`src/rtl/conv_layer_sched.sv`:
```
// rtl/conv_layer_sched.sv - convolution layer sequencer: channel/pixel/tap walk, address generation, adder hold and write counting
module conv_layer_sched #(
    parameter int NUM_TAP   = 25,
    parameter int NUM_PIX   = 324,
    parameter int NUM_CH    = 36,
    parameter int DRAIN_MAX = 64
) (
    input  logic        clk_in,
    input  logic        rst_n,
    input  logic        start,
    input  logic        next_ready,
    input  logic        wr_in,
    output logic        tap_valid,
    output logic [13:0] feat_addr,
    output logic [9:0]  wgt_addr,
    output logic [5:0]  b_ind,
    output logic        adder_hold,
    output logic        busy,
    output logic        done,
    output logic        err
);

    localparam int TAP_W = $clog2(NUM_TAP + 1);
    localparam int PIX_W = $clog2(NUM_PIX + 1);
    localparam int WR_W  = $clog2(NUM_PIX + 1);
    localparam int DR_W  = $clog2(DRAIN_MAX + 1);

    localparam logic [TAP_W-1:0] LAST_TAP  = TAP_W'(NUM_TAP - 1);
    localparam logic [PIX_W-1:0] LAST_PIX  = PIX_W'(NUM_PIX - 1);
    localparam logic [5:0]       LAST_CH   = 6'(NUM_CH - 1);
    localparam logic [WR_W-1:0]  FULL_WR   = WR_W'(NUM_PIX);
    localparam logic [DR_W-1:0]  LAST_DR   = DR_W'(DRAIN_MAX - 1);
    localparam logic [9:0]       TAP_STEP  = 10'(NUM_TAP);

    typedef enum logic [2:0] {
        S_IDLE,
        S_ARM,
        S_RUN,
        S_DRAIN,
        S_NEXT,
        S_DONE
    } state_t;

    state_t           state;
    logic [TAP_W-1:0] tap;
    logic [PIX_W-1:0] pix;
    logic [WR_W-1:0]  wr_cnt;
    logic [DR_W-1:0]  drain_cnt;
    logic [9:0]       wgt_base;

    always_ff @(posedge clk_in or posedge rst_n) begin
        if (rst_n) begin
            state      <= S_IDLE;
            tap        <= '0;
            pix        <= '0;
            wr_cnt     <= '0;
            drain_cnt  <= '0;
            wgt_base   <= '0;
            tap_valid  <= 1'b0;
            feat_addr  <= '0;
            wgt_addr   <= '0;
            b_ind      <= '0;
            adder_hold <= 1'b1;
            busy       <= 1'b0;
            done       <= 1'b0;
            err        <= 1'b0;
        end else begin
            done <= 1'b0;
            case (state)
                S_IDLE: begin
                    if (start) begin
                        b_ind    <= '0;
                        wgt_base <= '0;
                        err      <= 1'b0;
                        busy     <= 1'b1;
                        state    <= S_ARM;
                    end
                end
                S_ARM: begin
                    tap       <= '0;
                    pix       <= '0;
                    wr_cnt    <= '0;
                    drain_cnt <= '0;
                    feat_addr <= '0;
                    wgt_addr  <= wgt_base;
                    if (next_ready) begin
                        tap_valid  <= 1'b1;
                        adder_hold <= 1'b0;
                        state      <= S_RUN;
                    end
                end
                S_RUN: begin
                    // feat_addr is contiguous across pixels; wgt_addr rewinds every pixel
                    feat_addr <= feat_addr + 14'd1;
                    if (tap == LAST_TAP) begin
                        tap      <= '0;
                        pix      <= pix + 1'b1;
                        wgt_addr <= wgt_base;
                        if (pix == LAST_PIX) begin
                            tap_valid <= 1'b0;
                            state     <= S_DRAIN;
                        end
                    end else begin
                        tap      <= tap + 1'b1;
                        wgt_addr <= wgt_addr + 10'd1;
                    end
                end
                S_DRAIN: begin
                    if (wr_cnt == FULL_WR) begin
                        adder_hold <= 1'b1;
                        state      <= S_NEXT;
                    end else if (drain_cnt == LAST_DR) begin
                        err        <= 1'b1;
                        adder_hold <= 1'b1;
                        state      <= S_NEXT;
                    end else begin
                        drain_cnt <= drain_cnt + 1'b1;
                    end
                end
                S_NEXT: begin
                    if (b_ind == LAST_CH) begin
                        done  <= 1'b1;
                        state <= S_DONE;
                    end else begin
                        b_ind    <= b_ind + 6'd1;
                        wgt_base <= wgt_base + TAP_STEP;
                        state    <= S_ARM;
                    end
                end
                S_DONE: begin
                    busy  <= 1'b0;
                    state <= S_IDLE;
                end
                default: begin
                    state <= S_IDLE;
                end
            endcase

            // a write outside RUN/DRAIN or beyond a full channel is a protocol error
            if (wr_in) begin
                if ((state == S_RUN || state == S_DRAIN) && wr_cnt != FULL_WR) begin
                    wr_cnt <= wr_cnt + 1'b1;
                end else begin
                    err <= 1'b1;
                end
            end
        end
    end

endmodule

```
`config.mk`:
```
export PLATFORM = sky130hd
export DESIGN_NAME = conv_layer_sched
export DESIGN_NICKNAME = d
export VERILOG_FILES = /design/src/rtl/conv_layer_sched.sv
export SDC_FILE = /design/constraint.sdc
export NUM_CORES = 1
export LEC_CHECK = 0
export ABC_AREA = 1
export CORE_AREA = 2 2 125 127
export CTS_CLUSTER_DIAMETER = 100
export DETAILED_ROUTE_END_ITERATION = 7
export DIE_AREA = 0 0 127 129
export GPL_TIMING_DRIVEN = 0
export SYNTH_ARGS = -nofsm -noshare
export SYNTH_HDL_FRONTEND = slang
export SYNTH_SLANG_ARGS = --single-unit
```
`constraint.sdc`:
```
create_clock -name clk_in -period 3 [get_ports clk_in]
set_input_delay 0.45 -clock clk_in [delete_from_list [all_inputs] [get_ports clk_in]]
set_output_delay 0.45 -clock clk_in [all_outputs]
set_load 0.05 [all_outputs]
```
# [Yosys cells after proc, flatten, opt, wreduce, memory -nomap -nowiden]
# Index checks and enable logic that the tools add are counted.
[totals] in_bits=5 register_bits=78 out_inout_bits=35
[classes] addsub=8 eq_ne=19 n_mux=45 n_reduce_logical=14
[op_table] op="$pmux W10 S2" n=2
[op_table] op="$mux W9" n=4
[op_table] op="$mux W10" n=3
[op_table] op="$pmux W14 S2" n=1
[op_table] op="$mux W3" n=7
[op_table] op="$add A9 B1 Y9 const B" n=2
[op_table] op="$eq A9 B9 Y1 const B" n=2
[op_table] op="$pmux W9 S2" n=1
[op_table] op="$pmux W3 S5" n=1
[op_table] op="$add A14 B1 Y14 const B" n=1
[op_table] op="$mux W1" n=14
[op_table] op="$mux W7" n=2
[op_table] op="$ne A2 B2 Y1 const B" n=7
[op_table] op="$pmux W7 S2" n=1
[op_table] op="$mux W6" n=2
[op_table] op="$pmux W6 S2" n=1
[op_table] op="$add A10 B1 Y10 const B" n=1
[op_table] op="$add A10 B5 Y10 const B" n=1
[op_table] op="$pmux W5 S2" n=1
[op_table] op="$ne A9 B9 Y1 const B" n=1
[op_table] op="$reduce_and A3 Y1" n=3
[op_table] op="$pmux W1 S2" n=4
[op_table] op="$reduce_bool A2 Y1" n=4
[op_table] op="$add A7 B1 Y7 const B" n=1
[op_table] op="other kinds (16)" n=19

# [Logic depth before layout (Yosys ltp)]
[depth] ltp_word=6 depth_mapped=11 ltp_nobuf=11

# [Worst setup path before layout]
# OpenSTA, ideal clock, no wires.
[synth_path] kind="flip-flop to flip-flop" start="register b_ind[0]" end="register b_ind[5]" slack_ns=1.180 period_less_slack_ns=1.820 path_buffers=1 required_time_ns=2.873 stages_incl_launch_ff=10 arrival_time_ns=1.693 cell_sequence="dfrtp_1 ha_1 nand2_1 inv_1 nand3_1 nand2_4 nand2_4 buf_6 nand4_1 o21ai_0"
[synth_via] elab_chain_len=3 elab_cells_between_ends=6
[synth_lines] item="start, declared" line="16" source="output logic [5:0] b_ind,"
[synth_lines] item="start signal, assigned" line="125" source="b_ind <= b_ind + 6'd1;"
[synth_lines] item="$add A6 B1 Y6 / $eq A6 B6 Y1 (equally long branches)" line="125, 121"
[synth_lines] item="$mux W6 / $ne A2 B2 Y1 (equally long branches)"
[synth_lines] item="$pmux W6 S2 / $reduce_and A3 Y1 (equally long branches)"
# Several ways; a longest one is shown, not always the timed one. The select of a mux whose other input is x is not followed.
# A chain may end at the register's enable or synchronous reset.

# [Worst setup path in the final report]
[layout_path] start="register adder_hold" end="output port adder_hold"
[layout_rtl] item="start, declared" line="17" source="output logic adder_hold,"
[layout_rtl] item="start signal, assigned" line="63" source="adder_hold <= 1'b1;"
[layout_rtl] item="start signal, assigned" line="88" source="adder_hold <= 1'b0;"
[layout_rtl] item="start signal, assigned" line="110" source="adder_hold <= 1'b1;"
# No word-level cell between the ends.

==> reports/results.md <==
## Yosys
- **xor-xnor portion of the synthesized cell area** 0.0172
- **share of the synthesized area in compound gates (AO/OA/AOI/OAI)** 0.0971
- **fraction of registers with async set or reset after synthesis** 1.00
- **top post-synthesis cells by area** dfrtp_1 42%, nand2_1 14%, inv_1 7.1%
- **main combinational cell family by area after synthesis** simple AND/OR/NAND/NOR gates
- **sequential area share after synthesis** 0.427
- **synthesized instance count** 619
- **syn_nets** 634
- **library cell with the largest summed area after synthesis** dfrtp_1
- **proportion of synthesized area in mux cells** 0
- **area of the mapped netlist** 4580 sq um
- **Yosys top cell area share** 0.421
- **Synth Flop Type** dfrtp_1
- **number of register bits inferred by synthesis** 78
- **number of flops mapped to enable cells by yosys** 0
- **simple-gate share of the synthesized area** 0.339
- **Synth Area in Adders** 0.0273
- **post-synthesis cell type count** 36
- **average size of a mapped cell** 7.39 sq um
- **warnings from Yosys** 0

## Final layout
- **most common cell after layout, fill and taps aside** nand2_1
- **number of diodes** 0
- **proportion of layout cells with a drive suffix above 1** 0.0785
- **most frequent cells in the layout** 171 x nand2_1, 85 x inv_1, 77 x dfrtp_1
- **post-route standard cell area excluding fillers** 5600 sq um
- **fin nets** 685
- **number of standard cells in the layout, taps in and fillers out** 863
- **area added between synthesis and finish** 22.3%

## Clock network
- **Worst-path clk slew** 0.06 ns
- **Max clock buf depth** 2
- **setup fix buffers added after clock tree synthesis** 0
- **clock root buffer master** clkbuf_16
- **clock latency on the worst-skew pair** 0.34 ns
- **Resized cells post-CTS** 0
- **TritonCTS clock tree** yes
- **clk sink count** 78
- **clock buffers created by TritonCTS** 9
- **H-Tree Level Count** 3
- **post-cts hold buffer count** 0

## Min path
- **class of the tightest hold or removal check** register to register
- **startpoint of the most critical hold path** adder_hold

## Global route
- **first-pass GRT wire length** 18700 microns
- **GRT Overall Usage** 0.142
- **maximum number of pins on one net before global-route repair** 42
- **via count of the first global-routing pass** 3872
- **leftover overflow at the end of global routing** 0
- **initial antenna violation count** 0

## Power and ir drop
- **total power density per cell area** 762 nW/um^2
- **portion of total power attributed to sequential cells** 0.323
- **Clock power frac** 0.319
- **Comb pwr share** 0.358
- **leakage** 0.00262 uW
- **Internal** 2580 uW
- **maximum ir drop on the vdd rail** 432 uV
- **sw frac** 0.395
- **power dissipated by switching net loads** 1680 uW

## Timing
- **Slew Limit Fails** 0
- **transition time at the pin with the least slew margin** 0.756 ns
- **worst slew margin relative to its limit** 0.492
- **setup skew after layout** 0.00702 ns
- **time the worst path needs with I/O delays and setup** 2.14 ns
- **smallest setup slack after layout** 0.856 ns
- **Fin. Hold Viols** 0
- **unrepaired setup endpoints after global routing** no
- **final critical-path share of the clock period** 0.715
- **Final setup viols** 0
- **maximum achievable frequency** 466 MHz

## Worst setup path
- **master of the slowest instance on the critical path** clkdlybuf4s50_1
- **Crit path required time** 2.55 ns
- **origin of the worst setup path** adder_hold
- **Buf+Inv Stages, Crit Path** 1
- **CP peak stage delay** 0.80 ns
- **reg-to-reg critical path startpoint** feat_addr[2]
- **critical-path cell list** clkdlybuf4s50_1
- **kind of capture point of the worst setup path** output port
- **Crit Path Category** register to output port
- **largest driver fanout on the critical path** 2
- **cell class contributing the biggest share of worst-path delay** buffers and inverters
- **element type at the critical path start** register
- **endpoint arrival time on the critical path** 1.69 ns

## Floorplan
- **die outline width** 127 microns
- **core area** 15000 sq um
- **floorplan row count** 45
- **Starting Density** 0.306
- **Die Y-Extent** 129 microns
- **I/O pin total** 40
- **area of the die** 16400 sq um

## Routing
- **DRC marker count from the first detailed-route iteration** 174
- **DRC violations left** 0
- **via density per instance** 4.76
- **ANT nets after route** 0
- **Total Wirelength** 10900 microns
- **average routed wire per standard cell** 12.7 microns
- **1st-pass router iterations** 5
- **via count** 4106

## Placement
- **placed cells** 847
- **placed wire-length estimate** 7890 microns
- **number of input and output port buffers inserted** 39
- **worst slack after detailed placement** 0.874 ns
- **routability cong.** 0.832
- **placed standard-cell area** 5220 sq um

## Status
- **run status** complete, no violations

## Job
- **total of max-cap violations** 0

-- Yosys cell counts (4+ instances only) --
cell / n
dfrtp_1: 77
nand4_1: 24
nand3_1: 63
nor2_1: 48
nand2_1: 171
nand2_2: 6
o211ai_1: 6
inv_2: 4
nor2_4: 5
nor3_1: 14
inv_1: 86
a21oi_1: 18
buf_2: 5
o22ai_1: 4
xor2_1: 8
o21ai_0: 38
ha_1: 10
-- final timing paths --
| check | end | slack [ns] | cells past startpoint |
|---|---|---|---|
| max | adder_hold | 0.86 | 1 |
| min | adder_hold | 0.48 | 2 |
| max reg2reg | feat_addr[11] | 1.21 | 7 |
| min reg2reg | adder_hold | 0.48 | 2 |
| max in group asynchronous | adder_hold | 1.85 | 3 |
| min in group asynchronous | b_ind[4] | 0.50 | 2 |
-- power by group through the flow --
stage               logic (uW)  registers, uW  clock network (uW)
floorplan                  872           1570                   0
global placement          1530           1390                   0
detailed placement        1540           1390                   0
CTS                       1550           1380                1390
global route              1700           1410                1430
finish                    1520           1380                1360
-- final cells by class --
class | instances | area, sq um
clock buffer | 10 | 239
fill | 1570 | 9380
sequential | 78 | 1950
timing repair buffer | 40 | 410
tap | 188 | 235
buffer | 10 | 80.1
multi-input combinational | 440 | 2200
clock inverter | 6 | 133
inverter | 91 | 347
-- registers in the layout, summed over array words and instances (netlist names), 3 cells and up --
| register | cells |
|---|---|
| b_ind | 6 |
| drain_cnt | 7 |
| feat_addr | 14 |
| pix | 9 |
| state | 3 |
| tap | 5 |
| wgt_addr | 10 |
| wgt_base | 10 |
| wr_cnt | 9 |
-- layer usage --
| metal | GRT usage | vias up | part of all wire |
|---|---|---|---|
| met1 | 0.190 | 1904 | 0.49 |
| met5 | 0 | - | 0 |
| met3 | 0.0316 | 10 | 0.045 |
| met4 | 0.0485 | 0 | 0.014 |
| met2 | 0.228 | 71 | 0.45 |
| li1 | - | 2121 | - |
-- stage by stage --
step / TNS [ns] / total power [uW] / utilization / hold slack [ns]
2_1_floorplan: 0 / 2440 / - / 0.460
3_3_place_gp: -68.48 / 2920 / 0.347 / 0.461
3_5_place_dp: 0 / 2930 / 0.349 / 0.467
4_1_cts: 0 / 4310 / 0.374 / 0.483
5_1_grt: 0 / 4530 / 0.374 / 0.491
6_report: 0 / 4260 / 0.374 / 0.484
-- worst min-delay path, delay by kind of cell (launching register included) --
family | cells | cell delay (ns)
DFF | 1 | 0.38
and+or+nand+nor | 2 | 0.10
-- kinds of logic after synthesis --
kind of cell,after synthesis
adders and majority gates,10
xor gates and xnor gates,9
AOI/OAI and AO/OA,78
and+or+nand+nor,343
buffers and inverters,101
DFF,78
No activity file was read; power rests on OpenSTA's default activity.
